<file path="config.mk">
export PLATFORM = sky130hd
export DESIGN_NAME = mips_multicycle_ctrl
export DESIGN_NICKNAME = d
export VERILOG_FILES = /design/src/rtl/mips_multicycle_ctrl.sv
export SDC_FILE = /design/constraint.sdc
export NUM_CORES = 1
export LEC_CHECK = 0
export ABC_AREA = 1
export CORE_MARGIN = 8
export CORE_UTILIZATION = 40
export CTS_CLUSTER_SIZE = 10
export DETAILED_ROUTE_END_ITERATION = 7
export PLACE_DENSITY = 0.87
export SLEW_MARGIN = 20
export SYNTH_ARGS = -nofsm -noshare
export SYNTH_HDL_FRONTEND = slang
export SYNTH_SLANG_ARGS = --single-unit
</file>
<file path="constraint.sdc">
create_clock -name clk -period 1.6 [get_ports clk]
set_input_delay 0.48 -clock clk [delete_from_list [all_inputs] [get_ports clk]]
set_output_delay 0.48 -clock clk [all_outputs]
set_load 0.01 [all_outputs]
</file>
<file path="src/rtl/mips_multicycle_ctrl.sv">
// -----------------------------------------------------------------------------
// mips_multicycle_ctrl
//
// Sequencing controller for a 32-bit multicycle MIPS datapath. It decodes the
// current instruction word, drives every datapath mux select, and sequences
// fetch, execute and data-memory phases. Exactly one instruction retires per
// pc_we pulse. SYSCALL or a data-memory timeout stops the controller until
// reset.
//
// Configuration macro:
//   MIPS_CTRL_PERF_EN  adds the saturating cycle_cnt / retire_cnt outputs.
//
// Parameters:
//   XLEN        datapath width (instruction word, performance counters)
//   MEM_TO_MAX  data-memory wait cycles allowed before halting; 0 = wait forever
//
// Ports:
//   clk, rst_b                 clock, asynchronous active-low reset
//   inst, inst_valid           instruction word (stable until pc_we) and valid
//   zero, negative             ALU flags used by conditional branches
//   mem_ready                  data memory finished the current access
//   reg_dest, alu_src,
//   mem_or_reg, pc_or_mem      datapath mux selects (decoded from inst)
//   does_shift_amount_need,
//   is_unsigned, alu_operation ALU operand selects and operation code
//   branch, jump, jump_register PC source strobes (execute cycle only)
//   reg_write_enable, pc_we    register-file write strobe, retire strobe
//   mem_req, mem_we            data-memory request and write qualifier
//   halted                     sticky stop indicator
//   cycle_cnt, retire_cnt      performance counters (MIPS_CTRL_PERF_EN only)
// -----------------------------------------------------------------------------
module mips_multicycle_ctrl #(
  parameter int XLEN       = 32,
  parameter int MEM_TO_MAX = 255
) (
  input  logic            clk,
  input  logic            rst_b,
  input  logic [XLEN-1:0] inst,
  input  logic            inst_valid,
  input  logic            zero,
  input  logic            negative,
  input  logic            mem_ready,
  output logic            reg_dest,
  output logic            alu_src,
  output logic            mem_or_reg,
  output logic            pc_or_mem,
  output logic            branch,
  output logic            jump,
  output logic            jump_register,
  output logic            does_shift_amount_need,
  output logic            is_unsigned,
  output logic [3:0]      alu_operation,
  output logic            reg_write_enable,
  output logic            pc_we,
  output logic            mem_req,
  output logic            mem_we,
  output logic            halted
`ifdef MIPS_CTRL_PERF_EN
  ,
  output logic [XLEN-1:0] cycle_cnt,
  output logic [XLEN-1:0] retire_cnt
`endif
);

  // Opcodes
  localparam logic [5:0] OP_RTYPE = 6'h00;
  localparam logic [5:0] OP_J     = 6'h02;
  localparam logic [5:0] OP_JAL   = 6'h03;
  localparam logic [5:0] OP_BEQ   = 6'h04;
  localparam logic [5:0] OP_BNE   = 6'h05;
  localparam logic [5:0] OP_BLEZ  = 6'h06;
  localparam logic [5:0] OP_BGTZ  = 6'h07;
  localparam logic [5:0] OP_ADDI  = 6'h08;
  localparam logic [5:0] OP_ADDIU = 6'h09;
  localparam logic [5:0] OP_SLTI  = 6'h0A;
  localparam logic [5:0] OP_ANDI  = 6'h0C;
  localparam logic [5:0] OP_ORI   = 6'h0D;
  localparam logic [5:0] OP_XORI  = 6'h0E;
  localparam logic [5:0] OP_LUI   = 6'h0F;
  localparam logic [5:0] OP_LW    = 6'h23;
  localparam logic [5:0] OP_SW    = 6'h2B;

  // R-type function codes
  localparam logic [5:0] FN_SLL     = 6'h00;
  localparam logic [5:0] FN_SRL     = 6'h02;
  localparam logic [5:0] FN_SRA     = 6'h03;
  localparam logic [5:0] FN_JR      = 6'h08;
  localparam logic [5:0] FN_SYSCALL = 6'h0C;
  localparam logic [5:0] FN_ADD     = 6'h20;
  localparam logic [5:0] FN_ADDU    = 6'h21;
  localparam logic [5:0] FN_SUB     = 6'h22;
  localparam logic [5:0] FN_SUBU    = 6'h23;
  localparam logic [5:0] FN_AND     = 6'h24;
  localparam logic [5:0] FN_OR      = 6'h25;
  localparam logic [5:0] FN_XOR     = 6'h26;
  localparam logic [5:0] FN_NOR     = 6'h27;
  localparam logic [5:0] FN_SLT     = 6'h2A;
  localparam logic [5:0] FN_SLTU    = 6'h2B;

  // ALU operation codes
  localparam logic [3:0] ALU_ADD  = 4'd0;
  localparam logic [3:0] ALU_SUB  = 4'd1;
  localparam logic [3:0] ALU_AND  = 4'd2;
  localparam logic [3:0] ALU_OR   = 4'd3;
  localparam logic [3:0] ALU_XOR  = 4'd4;
  localparam logic [3:0] ALU_NOR  = 4'd5;
  localparam logic [3:0] ALU_SLT  = 4'd6;
  localparam logic [3:0] ALU_SLTU = 4'd7;
  localparam logic [3:0] ALU_SLL  = 4'd8;
  localparam logic [3:0] ALU_SRL  = 4'd9;
  localparam logic [3:0] ALU_SRA  = 4'd10;
  localparam logic [3:0] ALU_LUI  = 4'd11;

  // Branch condition kinds
  localparam logic [1:0] BR_EQ = 2'd0;
  localparam logic [1:0] BR_NE = 2'd1;
  localparam logic [1:0] BR_LE = 2'd2;
  localparam logic [1:0] BR_GT = 2'd3;

  // Memory wait counter counts 0 .. MEM_TO_MAX-1; the last value triggers timeout.
  localparam int              TO_W    = (MEM_TO_MAX > 1) ? $clog2(MEM_TO_MAX) : 1;
  localparam bit              TO_EN   = (MEM_TO_MAX > 0);
  localparam logic [TO_W-1:0] TO_LAST = (MEM_TO_MAX > 0) ? TO_W'(MEM_TO_MAX - 1) : '0;

  typedef enum logic [2:0] {
    ST_IDLE  = 3'd0,
    ST_FETCH = 3'd1,
    ST_EXEC  = 3'd2,
    ST_MEM   = 3'd3,
    ST_HALT  = 3'd4
  } state_t;

  logic [5:0] opcode_s;
  logic [5:0] funct_s;
  logic       unused_inst_s;

  logic       dec_reg_dest_s;
  logic       dec_alu_src_s;
  logic       dec_mem_or_reg_s;
  logic       dec_pc_or_mem_s;
  logic       dec_shamt_s;
  logic       dec_unsigned_s;
  logic [3:0] dec_alu_op_s;
  logic       dec_writes_s;
  logic       dec_is_lw_s;
  logic       dec_is_sw_s;
  logic       dec_branch_s;
  logic [1:0] dec_br_kind_s;
  logic       dec_jump_s;
  logic       dec_jr_s;
  logic       dec_syscall_s;
  logic       br_taken_s;
  logic       mem_retire_s;

  state_t          state_r;
  logic            pc_we_r;
  logic            rwe_r;
  logic            branch_r;
  logic            jump_r;
  logic            jr_r;
  logic            mem_req_r;
  logic            mem_we_r;
  logic            halted_r;
  logic            halt_pend_r;
  logic [TO_W-1:0] wait_cnt_r;

  assign opcode_s      = inst[31:26];
  assign funct_s       = inst[5:0];
  // Register fields, shamt and immediates are consumed by the datapath only.
  assign unused_inst_s = ^inst[25:6];

  // Instruction decode: mux selects, ALU operation and instruction class.
  always_comb begin
    dec_reg_dest_s   = 1'b0;
    dec_alu_src_s    = 1'b0;
    dec_mem_or_reg_s = 1'b0;
    dec_pc_or_mem_s  = 1'b0;
    dec_shamt_s      = 1'b0;
    dec_unsigned_s   = 1'b0;
    dec_alu_op_s     = ALU_ADD;
    dec_writes_s     = 1'b0;
    dec_is_lw_s      = 1'b0;
    dec_is_sw_s      = 1'b0;
    dec_branch_s     = 1'b0;
    dec_br_kind_s    = BR_EQ;
    dec_jump_s       = 1'b0;
    dec_jr_s         = 1'b0;
    dec_syscall_s    = 1'b0;
    case (opcode_s)
      OP_RTYPE: begin
        case (funct_s)
          FN_ADD, FN_ADDU: begin
            dec_reg_dest_s = 1'b1; dec_writes_s = 1'b1; dec_alu_op_s = ALU_ADD;
          end
          FN_SUB, FN_SUBU: begin
            dec_reg_dest_s = 1'b1; dec_writes_s = 1'b1; dec_alu_op_s = ALU_SUB;
          end
          FN_AND: begin
            dec_reg_dest_s = 1'b1; dec_writes_s = 1'b1; dec_alu_op_s = ALU_AND;
          end
          FN_OR: begin
            dec_reg_dest_s = 1'b1; dec_writes_s = 1'b1; dec_alu_op_s = ALU_OR;
          end
          FN_XOR: begin
            dec_reg_dest_s = 1'b1; dec_writes_s = 1'b1; dec_alu_op_s = ALU_XOR;
          end
          FN_NOR: begin
            dec_reg_dest_s = 1'b1; dec_writes_s = 1'b1; dec_alu_op_s = ALU_NOR;
          end
          FN_SLT: begin
            dec_reg_dest_s = 1'b1; dec_writes_s = 1'b1; dec_alu_op_s = ALU_SLT;
          end
          FN_SLTU: begin
            dec_reg_dest_s = 1'b1; dec_writes_s = 1'b1; dec_alu_op_s = ALU_SLTU;
          end
          FN_SLL: begin
            dec_reg_dest_s = 1'b1; dec_writes_s = 1'b1; dec_alu_op_s = ALU_SLL;
            dec_shamt_s    = 1'b1;
          end
          FN_SRL: begin
            dec_reg_dest_s = 1'b1; dec_writes_s = 1'b1; dec_alu_op_s = ALU_SRL;
            dec_shamt_s    = 1'b1;
          end
          FN_SRA: begin
            dec_reg_dest_s = 1'b1; dec_writes_s = 1'b1; dec_alu_op_s = ALU_SRA;
            dec_shamt_s    = 1'b1;
          end
          FN_JR:      dec_jr_s      = 1'b1;
          FN_SYSCALL: dec_syscall_s = 1'b1;
          // Unknown function: retire as a NOP.
          default:    dec_writes_s  = 1'b0;
        endcase
      end
      OP_ADDI, OP_ADDIU: begin
        dec_alu_src_s = 1'b1; dec_writes_s = 1'b1; dec_alu_op_s = ALU_ADD;
      end
      OP_SLTI: begin
        dec_alu_src_s = 1'b1; dec_writes_s = 1'b1; dec_alu_op_s = ALU_SLT;
      end
      OP_ANDI: begin
        dec_alu_src_s  = 1'b1; dec_writes_s = 1'b1; dec_alu_op_s = ALU_AND;
        dec_unsigned_s = 1'b1;
      end
      OP_ORI: begin
        dec_alu_src_s  = 1'b1; dec_writes_s = 1'b1; dec_alu_op_s = ALU_OR;
        dec_unsigned_s = 1'b1;
      end
      OP_XORI: begin
        dec_alu_src_s  = 1'b1; dec_writes_s = 1'b1; dec_alu_op_s = ALU_XOR;
        dec_unsigned_s = 1'b1;
      end
      OP_LUI: begin
        dec_alu_src_s = 1'b1; dec_writes_s = 1'b1; dec_alu_op_s = ALU_LUI;
      end
      OP_BEQ: begin
        dec_branch_s = 1'b1; dec_br_kind_s = BR_EQ; dec_alu_op_s = ALU_SUB;
      end
      OP_BNE: begin
        dec_branch_s = 1'b1; dec_br_kind_s = BR_NE; dec_alu_op_s = ALU_SUB;
      end
      OP_BLEZ: begin
        dec_branch_s = 1'b1; dec_br_kind_s = BR_LE; dec_alu_op_s = ALU_SUB;
      end
      OP_BGTZ: begin
        dec_branch_s = 1'b1; dec_br_kind_s = BR_GT; dec_alu_op_s = ALU_SUB;
      end
      OP_LW: begin
        dec_alu_src_s = 1'b1; dec_is_lw_s = 1'b1; dec_mem_or_reg_s = 1'b1;
      end
      OP_SW: begin
        dec_alu_src_s = 1'b1; dec_is_sw_s = 1'b1;
      end
      OP_J:    dec_jump_s = 1'b1;
      OP_JAL: begin
        // Link value (PC) is routed to the write port; destination is $31.
        dec_jump_s = 1'b1; dec_pc_or_mem_s = 1'b1; dec_writes_s = 1'b1;
      end
      // Unknown opcode: retire as a NOP.
      default: dec_writes_s = 1'b0;
    endcase
  end

  // Branch condition evaluated against the ALU flags of the SUB comparison.
  always_comb begin
    br_taken_s = 1'b0;
    if (dec_branch_s) begin
      case (dec_br_kind_s)
        BR_EQ:   br_taken_s = zero;
        BR_NE:   br_taken_s = ~zero;
        BR_LE:   br_taken_s = zero | negative;
        BR_GT:   br_taken_s = ~zero & ~negative;
        default: br_taken_s = 1'b0;
      endcase
    end else begin
      br_taken_s = 1'b0;
    end
  end

  // Sequencing FSM with registered strobes for the execute cycle.
  always_ff @(posedge clk or negedge rst_b) begin
    if (!rst_b) begin
      state_r     <= ST_IDLE;
      pc_we_r     <= 1'b0;
      rwe_r       <= 1'b0;
      branch_r    <= 1'b0;
      jump_r      <= 1'b0;
      jr_r        <= 1'b0;
      mem_req_r   <= 1'b0;
      mem_we_r    <= 1'b0;
      halted_r    <= 1'b0;
      halt_pend_r <= 1'b0;
      wait_cnt_r  <= '0;
    end else begin
      // Execute-cycle strobes are single-cycle pulses.
      pc_we_r  <= 1'b0;
      rwe_r    <= 1'b0;
      branch_r <= 1'b0;
      jump_r   <= 1'b0;
      jr_r     <= 1'b0;
      case (state_r)
        ST_IDLE: state_r <= ST_FETCH;
        ST_FETCH: begin
          if (inst_valid) begin
            if (dec_is_lw_s || dec_is_sw_s) begin
              state_r    <= ST_MEM;
              mem_req_r  <= 1'b1;
              mem_we_r   <= dec_is_sw_s;
              wait_cnt_r <= '0;
            end else begin
              state_r     <= ST_EXEC;
              pc_we_r     <= ~dec_syscall_s;
              rwe_r       <= dec_writes_s;
              branch_r    <= br_taken_s;
              jump_r      <= dec_jump_s;
              jr_r        <= dec_jr_s;
              halt_pend_r <= dec_syscall_s;
            end
          end else begin
            state_r <= ST_FETCH;
          end
        end
        ST_EXEC: begin
          if (halt_pend_r) begin
            state_r  <= ST_HALT;
            halted_r <= 1'b1;
          end else begin
            state_r <= ST_FETCH;
          end
        end
        ST_MEM: begin
          // A ready in the last allowed cycle still retires.
          if (mem_ready) begin
            state_r   <= ST_FETCH;
            mem_req_r <= 1'b0;
            mem_we_r  <= 1'b0;
          end else if (TO_EN && (wait_cnt_r == TO_LAST)) begin
            state_r   <= ST_HALT;
            halted_r  <= 1'b1;
            mem_req_r <= 1'b0;
            mem_we_r  <= 1'b0;
          end else begin
            wait_cnt_r <= wait_cnt_r + TO_W'(1);
          end
        end
        ST_HALT: begin
          state_r  <= ST_HALT;
          halted_r <= 1'b1;
        end
        // Corrupted state encoding: stop rather than run on undefined control.
        default: begin
          state_r   <= ST_HALT;
          halted_r  <= 1'b1;
          mem_req_r <= 1'b0;
          mem_we_r  <= 1'b0;
        end
      endcase
    end
  end

  // Memory retire happens in the same cycle the memory reports ready.
  assign mem_retire_s = (state_r == ST_MEM) & mem_ready;

  assign reg_dest               = dec_reg_dest_s;
  assign alu_src                = dec_alu_src_s;
  assign mem_or_reg             = dec_mem_or_reg_s;
  assign pc_or_mem              = dec_pc_or_mem_s;
  assign does_shift_amount_need = dec_shamt_s;
  assign is_unsigned            = dec_unsigned_s;
  assign alu_operation          = dec_alu_op_s;
  assign branch                 = branch_r;
  assign jump                   = jump_r;
  assign jump_register          = jr_r;
  assign mem_req                = mem_req_r;
  assign mem_we                 = mem_we_r;
  assign halted                 = halted_r;
  assign pc_we                  = pc_we_r | mem_retire_s;
  assign reg_write_enable       = rwe_r | (mem_retire_s & ~mem_we_r);

`ifdef MIPS_CTRL_PERF_EN
  logic [XLEN-1:0] cycle_cnt_r;
  logic [XLEN-1:0] retire_cnt_r;

  // Saturating cycle and retire counters.
  always_ff @(posedge clk or negedge rst_b) begin
    if (!rst_b) begin
      cycle_cnt_r  <= '0;
      retire_cnt_r <= '0;
    end else begin
      if ((state_r != ST_HALT) && (cycle_cnt_r != {XLEN{1'b1}})) begin
        cycle_cnt_r <= cycle_cnt_r + XLEN'(1);
      end
      if (pc_we && (retire_cnt_r != {XLEN{1'b1}})) begin
        retire_cnt_r <= retire_cnt_r + XLEN'(1);
      end
    end
  end

  assign cycle_cnt  = cycle_cnt_r;
  assign retire_cnt = retire_cnt_r;
`endif

endmodule

</file>
-- Word level (Yosys, flattened, before mapping)
Cells that the tools add are included.
- mux-type cells: 59
- add/subtract/negate cells: 1
- reductions and logical operators: 20
- eq/ne operators: 44
- bitwise operators: 13
- operators with widths (operator ; number):
    6-bit == test (second input constant) ; 12
    6-bit by 4-bit == test with 1-bit output (second input constant) ; 9
    1-bit 2-to-1 mux ; 41
    4-bit case mux with 10 select lines ; 1
    8-bit 2-to-1 mux ; 4
    4-bit case mux with 7 select lines ; 1
    6-bit by 2-bit == test with 1-bit output (second input constant) ; 4
    6-bit by 3-bit == test with 1-bit output (second input constant) ; 4
    8-bit case mux with 2 select lines ; 1
    13-bit OR reduction ; 1
    6-bit zero test ; 2
    3-bit 2-to-1 mux ; 4
    2-bit inequality test (second input constant) ; 6
    3-bit case mux with 4 select lines ; 1
    1-bit case mux with 3 select lines ; 3
    3-bit OR reduction ; 3
    9-bit OR reduction ; 1
    8-bit by 1-bit adder with 8-bit output (second input constant) ; 1
    8-bit == test (second input constant) ; 1
    4-bit AND reduction ; 2
    8-bit OR reduction ; 1
    1-bit NOT ; 7
    3-bit by 2-bit == test with 1-bit output (second input constant) ; 2
    2-bit case mux with 3 select lines ; 1
    other kinds (17) ; 24
- word-level logic and storage cells: 148
- bits in registers: 20

-- Depth between registers and ports, before layout
Gate-level depths: netlist (run 1).
- depth in word-level cells: 8
- depth in mapped cells: 9
- mapped depth without buffers: 9

-- Worst setup path after synthesis (run 1)
OpenSTA, ideal clock, no wires.
- kind: input -> output
- start point: in inst[30]
- end point: out alu_operation[3]
- path buffers: 0
- stages on the path: 3
- data arrival time: 1221 ps
- setup slack: -101 ps
- cell sequence: nor2_2 -> nand3_4 -> o21ai_0
- word-level cells in the longest chain between the ends: 3
- elaborated cells between the ends (all ways): 12
- ends and longest elaborated chain (what ; RTL line ; RTL):
    start, declared ; 38 ; input logic [XLEN-1:0] inst,
    6-bit by 3-bit == test with 1-bit output ; 189 ; case (opcode_s)
    4-bit OR reduction (no line) ; n/a ;
    4-bit case mux with 7 select lines (*) ; 189 ;
    end, declared ; 52 ; output logic [3:0] alu_operation,
Mark *: on every way between the ends. The rest lies on a longest branch, timed or not.

-- Worst setup path in the final report (run 1)
- start point: in inst[30]
- end point: out alu_operation[0]
The elaborated chain is that of the path after synthesis.

==> results.md, run 1 <==
- Outcome: finished with violations
- Failing checks: negative setup slack
- Die Ht: 78.08 um
- Critical path type: input port to output pin
- P_leak: 0.001427 uW
- PwrDens: 587.1 mW/mm^2
- Antenna Nets Post-Route: 0
- Setup crit end kind: output pin
- Row count: 22
- CP dominant cell by count: nand2_1
- TritonCTS clock tree: built
- Layout cells sized above 1: 48.66%
- Switching Fraction: 35.61%
- Sequential fraction of the synthesis area: 32.47%
- Reg-to-reg slack, setup: 0 ps
- Max clock buf depth: 2
- Skew final: 2.508 ps
- P&R area growth vs syn: 78.49%
- # clock sinks: 20
- Worst setup SP type: input port
- Clock Power Share: 20.9%
- Drt pass-1 iters: 4
- Vias in the first global route: 2043
- Worst min path class: register to register
- Worst Reg2Reg Path Length in Cells: 8
- Compound-Gate Fraction of Synth Area: 8.523%
- H-tree depth: 1
- Max frequency: 516.2 MHz
- Worst-path clk slew: 70 ps
- Core box area: 0.003689 sq mm
- Cts bufs inserted: 3
- GP Congestion: 0.8624
- Sw power: 575.3 uW
- Setup TNS: -2692 ps
- Mux share of post-synthesis cell area: 0%
- Initial cell density of the core: 41.79%
- Global-route wire length before repair: 9087 um
- Slew Limit Fails: 0
- I/O Buffers: 35
- Simple-gate share of the synthesized area: 46.10%
- # diodes: 0
- Hold path cells: 2
- Comb pwr share: 43.0%
- # setup viols final: 12
- Cell Chain, Critical Path: buf_8, nor2_4, buf_6, nand2_1, inv_1, a21oi_2, nand2_1, buf_2
- Synth Net Count: 268
- Synth warnings: 0
- PnR worst setup slack: -337.3 ps
- Buffers & Inverters on Critical Path: 4
- Post-synthesis register bit count: 20
- Top delay family on crit path: buffers and inverters
- Via count: 2075
- Largest net degree at the start of global routing: 21
- Crit path required time: 1120 ps
- Gate Count Post-Synth: 228
- Initial antenna violation count: 0
- Worst R2R End: halt_pend_r
- Least-Margin Pin Slew: 300.8 ps
- Syn Area/Cell: 6.761 sq um
- P_int: 1040 uW
- Wire per inst: 17.10 um
- Hold endpoint: mem_req
- Slowest cell on crit path: nor2_4
- XOR/XNOR share of the synthesized area: 1.705%
- Final hold violation count: 0
- DR iter-0 viols: 148
- IO Pins: 56
- Netlist cell types: 27
- Clock Latency Late Sink: 260 ps
- Total power: 1615 uW
- DRC viols: 0
- Crit path DAT: 1460 ps
- Worst slew margin: 79.88%
- Tcrit/Tclk final: 121.1%
- Die area: 0.006096 sq mm
- VDD IR-drop max: 342.0 uV
- Gr ovfl total: 0
- RSZ-0062 raised after global routing: true
- Adder-cell share of the synthesized area: 1.623%
- Clock root cell: clkbuf_8
- Hold path start: mem_req
- Critical R2R Launch: state_r[2]
- Fillcell total: 258
- Vias per Instance: 5.390
- Maxcap violations: 0
- HPWL after DPL: 3322 um
- Crit-path max cell delay: 220 ps
- Worst-path fanout max: 6
- Final Util: 74.59%
- Total routed wirelength: 6584 um
- Die W: 78.08 um
- Largest family of logic cells by synthesized area: simple AND/OR/NAND/NOR gates
- Total track usage: 18.09%
- Mapped Area: 0.001541 sq mm
- Nets: 379
- Sequential share of power: 36.1%
- Crit path time final: 1937 ps
-- synth_stat cells --
| library cell | number | share of area, % |
|---|---|---|
| or2_1 | 1 | 0.41 |
| nor2_8 | 1 | 1.3 |
| nand2_1 | 57 | 14 |
| clkinv_2 | 1 | 0.32 |
| nand2_4 | 2 | 1.5 |
| a21oi_2 | 1 | 0.57 |
| or2_2 | 1 | 0.41 |
| nand3_1 | 30 | 9.7 |
| xor2_1 | 2 | 1.1 |
| nor2_2 | 2 | 0.81 |
| nor2_4 | 1 | 0.73 |
| nand2_2 | 2 | 0.81 |
| xnor2_1 | 1 | 0.57 |
| nor2_1 | 32 | 7.8 |
| a21oi_1 | 6 | 1.9 |
| o21bai_1 | 9 | 4.4 |
| nor3_1 | 3 | 0.97 |
| ha_1 | 2 | 1.6 |
| inv_2 | 2 | 0.49 |
| nand2_8 | 1 | 1.3 |
| dfrtp_1 | 20 | 32 |
| clkinv_1 | 1 | 0.24 |
| nand4_1 | 6 | 2.4 |
| nand3_4 | 3 | 3.4 |
| nand3_2 | 1 | 0.65 |
| o21ai_0 | 5 | 1.6 |
| inv_1 | 35 | 8.5 |
-- state kept, by name (all words and copies together) (netlist names) --
name / flops
wait_cnt_r: 8
state_r: 3
branch: 1
halt_pend_r: 1
halted: 1
jump: 1
jump_register: 1
mem_req: 1
mem_we: 1
pc_we_r: 1
rwe_r: 1
-- tightest hold or removal path, cell delays in order (launching register included) --
cell	delay (ps)
dfrtp_1	360
nand2_1	50
nand2_1	60
-- logic make-up after synthesis --
group           Yosys count
simple gates            143
fa+ha+maj                 2
xor+xnor                  3
buf+inv                  39
flops                    20
compound gates           21
-- metal layers --
layer  track usage (%)  part of all wire, %  vias up
li1                  -                    -      949
met1             18.81                   37      992
met2             32.06                   53      102
met3             5.239                  5.6       32
met4             9.815                  5.0        0
met5                 0                    0        -
-- repair_timing --
action	in CTS	in global routing
cloned	0	0
resized for setup	153	45
endpoints found under the setup margin	34	25
hold buffers	0	0
pin swaps	22	18
buffers inserted	36	6
-- cells in the final DEF (no fill, tap or decap), types with 2 or more instances in the layout --
| master | Yosys | routed |
|---|---|---|
| o21ai_1 | 0 | 2 |
| a21oi_2 | 1 | 2 |
| a21oi_1 | 6 | 5 |
| inv_4 | 0 | 2 |
| buf_4 | 0 | 63 |
| nand3_2 | 1 | 9 |
| xor2_1 | 2 | 2 |
| nor2_1 | 32 | 20 |
| nor2_4 | 1 | 9 |
| o21bai_1 | 9 | 9 |
| nor2_2 | 2 | 6 |
| clkdlybuf4s15_2 | 0 | 2 |
| nand2_1 | 57 | 52 |
| nand2_2 | 2 | 4 |
| buf_6 | 0 | 17 |
| nor3_1 | 3 | 2 |
| clkdlybuf4s50_1 | 0 | 4 |
| clkbuf_8 | 0 | 3 |
| buf_8 | 0 | 2 |
| o21ai_0 | 5 | 2 |
| nand4_1 | 6 | 6 |
| inv_1 | 35 | 22 |
| nand2_4 | 2 | 5 |
| nand3_4 | 3 | 9 |
| buf_2 | 0 | 10 |
| nand3_1 | 30 | 16 |
| dlygate4sd2_1 | 0 | 6 |
| clkbuf_2 | 0 | 2 |
| ha_1 | 2 | 2 |
| dfrtp_1 | 20 | 20 |
| inv_2 | 2 | 13 |
-- power groups by stage --
| stage | sequential (uW) | combinational [uW] | clock, uW |
|---|---|---|---|
| global route | 587 | 743 | 356 |
| global placement | 588 | 461 | 0 |
| floorplan | 599 | 229 | 0 |
| CTS | 582 | 584 | 341 |
| finish | 583 | 695 | 337 |
| detailed placement | 593 | 475 | 0 |
-- worst max-delay path by stage --
stage                     startpoint          endpoint  slack, ps  cells past startpoint
after floorplan             inst[26]          reg_dest         10                      5
after global placement       inst[5]  alu_operation[0]      -1030                     10
after detailed placement    inst[30]           alu_src      -1050                      7
after CTS                   inst[31]  alu_operation[2]       -200                      7
after global routing        inst[30]  alu_operation[2]       -370                      8
final                       inst[30]  alu_operation[0]       -340                      8
-- layout make-up --
type	count	area, sq um	share of cell area, %
clock buffer	3	41.29	1.501
sequential	20	500.5	18.19
multi-input combinational	169	1127	40.97
timing repair buffer	106	869.6	31.61
inverter	39	152.6	5.548
tap	48	60.06	2.183
-- per-stage QoR --
stage	std cells	area, sq um	setup slack, ps	hold slack [ps]
3_3_place_gp	345	2215	-1035	450.2
6_report	385	2751	-337.3	499.2
2_1_floorplan	228	1549	13.43	184.4
5_1_grt	385	2751	-365.7	509.9
3_5_place_dp	345	2215	-1048	461.1
4_1_cts	384	2597	-202.6	473.4
No activity file was read; power rests on OpenSTA's default activity.
==> run 2, diff against run 1 <==
GPL_TIMING_DRIVEN = 1   (was default)
TNS_END_PERCENT = 1   (was default)
==> run 2 against run 1 <==
The run still ends with negative setup slack left. Wire length down 22%. Worst setup slack better by 24 ps. Sequential share of layout area up 1.5 points. Maximum frequency up 1.3%. Sequential power about the same. Clock skew up 1.5 ps. Global-route usage down 2.2 points. Clock power up 15%. Largest cell class unchanged.
==> results.md, run 2 (synthesis results as in run 1) <==
- Hold slack final: 479.6 ps
- Hold-fix buffers at CTS: 0
- Fillcell total: 282
- Crit path time final: 1913 ps
- Slew Limit Fails: 0
- Register with the most flip-flops: wait_cnt_r
- Row count: 22
- Largest net degree at the start of global routing: 21
- Vias per Instance: 5.112
- Cell Chain, Critical Path: dlygate4sd2_1, nand2_1, nand3_2, nand3_1, nand2_1, inv_1, buf_2
- Global-route wire length before repair: 8059 um
- Nets: 360
- Initial antenna violation count: 0
- Max frequency: 522.7 MHz
- Clock Latency Late Sink: 260 ps
- Outcome: finished with violations
- I/O Buffers: 35
- Skew final: 4.049 ps
- Worst setup SP type: input port
- Most frequent cells in the layout: 52 x nand2_1, 46 x buf_4, 24 x inv_1
- Buffers & Inverters on Critical Path: 3
- Total routed wirelength: 5134 um
- Clock root cell: clkbuf_8
- Dpl cell area: 0.002205 sq mm
- Maxcap violations: 0
- DR iter-0 viols: 119
- Vias in the first global route: 1864
- Antenna Nets Post-Route: 0
- Top delay family on crit path: buffers and inverters
- GP Congestion: 0.8257
- H-tree depth: 1
- HPWL after DPL: 3271 um
- Post-route cell area: 0.002536 sq mm
- Final hold violation count: 0
- PwrDens: 609.6 mW/mm^2
- # clock sinks: 20
- DRC viols: 0
- Crit path DAT: 1430 ps
- Max clock buf depth: 2
- Worst slew margin: 82.66%
- Top Registers: wait_cnt_r x8, state_r x3
- Tcrit/Tclk final: 119.6%
- Worst-path clk slew: 70 ps
- Failing checks: negative setup slack
- P&R area growth vs syn: 64.53%
- Via count: 1876
- Slowest cell on crit path: dlygate4sd2_1
- P_leak: 0.001310 uW
- Drt pass-1 iters: 4
- Wire per inst: 13.99 um
- Worst min path class: register to register
- Layout cells sized above 1: 42.63%
- Gr ovfl total: 0
- IO Pins: 56
- Core box area: 0.003689 sq mm
- Max reg flops: 8
- TritonCTS clock tree: built
- Die area: 0.006096 sq mm
- Cts bufs inserted: 3
- Area occupied by multi-input gates: 0.001046 sq mm
- Total track usage: 15.92%
- Worst-path fanout max: 4
- # diodes: 0
- PnR worst setup slack: -313.1 ps
- VDD IR-drop max: 361.1 uV
- CP dominant cell by count: nand2_1
- Most common cell after layout, fill and taps aside: nand2_1
- Setup crit end kind: output pin
- Die Ht: 78.08 um
- Critical path type: input port to output pin
- Crit path required time: 1120 ps
- Die W: 78.08 um
- Crit-path max cell delay: 300 ps
- RSZ-0062 raised after global routing: true
- Register Area: 500.5 sq um
- Initial cell density of the core: 41.79%
- # setup viols final: 11
- Least-Margin Pin Slew: 260.1 ps
## run 2: timing repair
item | 4_1_cts | 5_1_grt
setup buffers | 17 | 2
pin swaps | 19 | 10
setup endpoints to repair | 33 | 27
gates resized for setup | 160 | 21
gates cloned | 0 | 0
## run 2: cell type report
type / count / share of cell area, %
flip-flops and latches: 20 / 19.73
well taps: 48 / 2.368
multi-input cells: 169 / 41.24
repair buffers: 87 / 28.56
clock buffers: 4 / 2.171
inverters: 39 / 5.920
## run 2: per-layer routing
layer	global-route usage, %	share of wire, %	vias up
li1	-	-	911
met1	17.21	38	855
met2	27.75	49	81
met3	4.214	7.3	29
met4	8.519	5.4	0
met5	0	0	-
## run 2: final timing paths
check / start / end / slack [ps] / cells after the start
worst min-delay path: halted / halted / 480 / 2
max in group asynchronous: rst_b / state_r[1] / 830 / 2
worst max register to register: state_r[2] / wait_cnt_r[3] / 100 / 10
worst min register to register: halted / halted / 480 / 2
worst max-delay path: inst[0] / reg_dest / -310 / 7
min in group asynchronous: rst_b / wait_cnt_r[3] / 560 / 2
## run 2: metrics by stage
| step | worst slack, ps | instances | total power [uW] | setup TNS [ps] | util [%] |
|---|---|---|---|---|---|
| finish | -313.1 | 367 | 1546 | -2038 | 68.76 |
| global route | -331.1 | 367 | 1634 | -2451 | 68.76 |
| CTS | -199.2 | 365 | 1509 | -1317 | 66.86 |
| detailed placement | -1098 | 344 | 1063 | -18140 | 59.77 |
| global placement | -1067 | 344 | 1046 | -17380 | 59.77 |
| floorplan | -16.91 | 228 | 827.4 | -16.91 | - |
## run 2: report_power, final
group          switching, uW  internal, uW  leakage (uW)
Sequential              27.9           553      0.000267
Combinational            313           263       0.00101
Clock                    170           219     0.0000288
Total                    511          1040       0.00131
## run 2: worst register-to-register path, stage by stage, from the launching register on
cell     delay, ps
dfrtp_1        390
buf_4          130
buf_4          140
nor2_4         130
nand2_2        110
inv_4          100
nand2_4         80
nand2_8        120
nor2_8          70
nand2_1         70
nand2_1         50
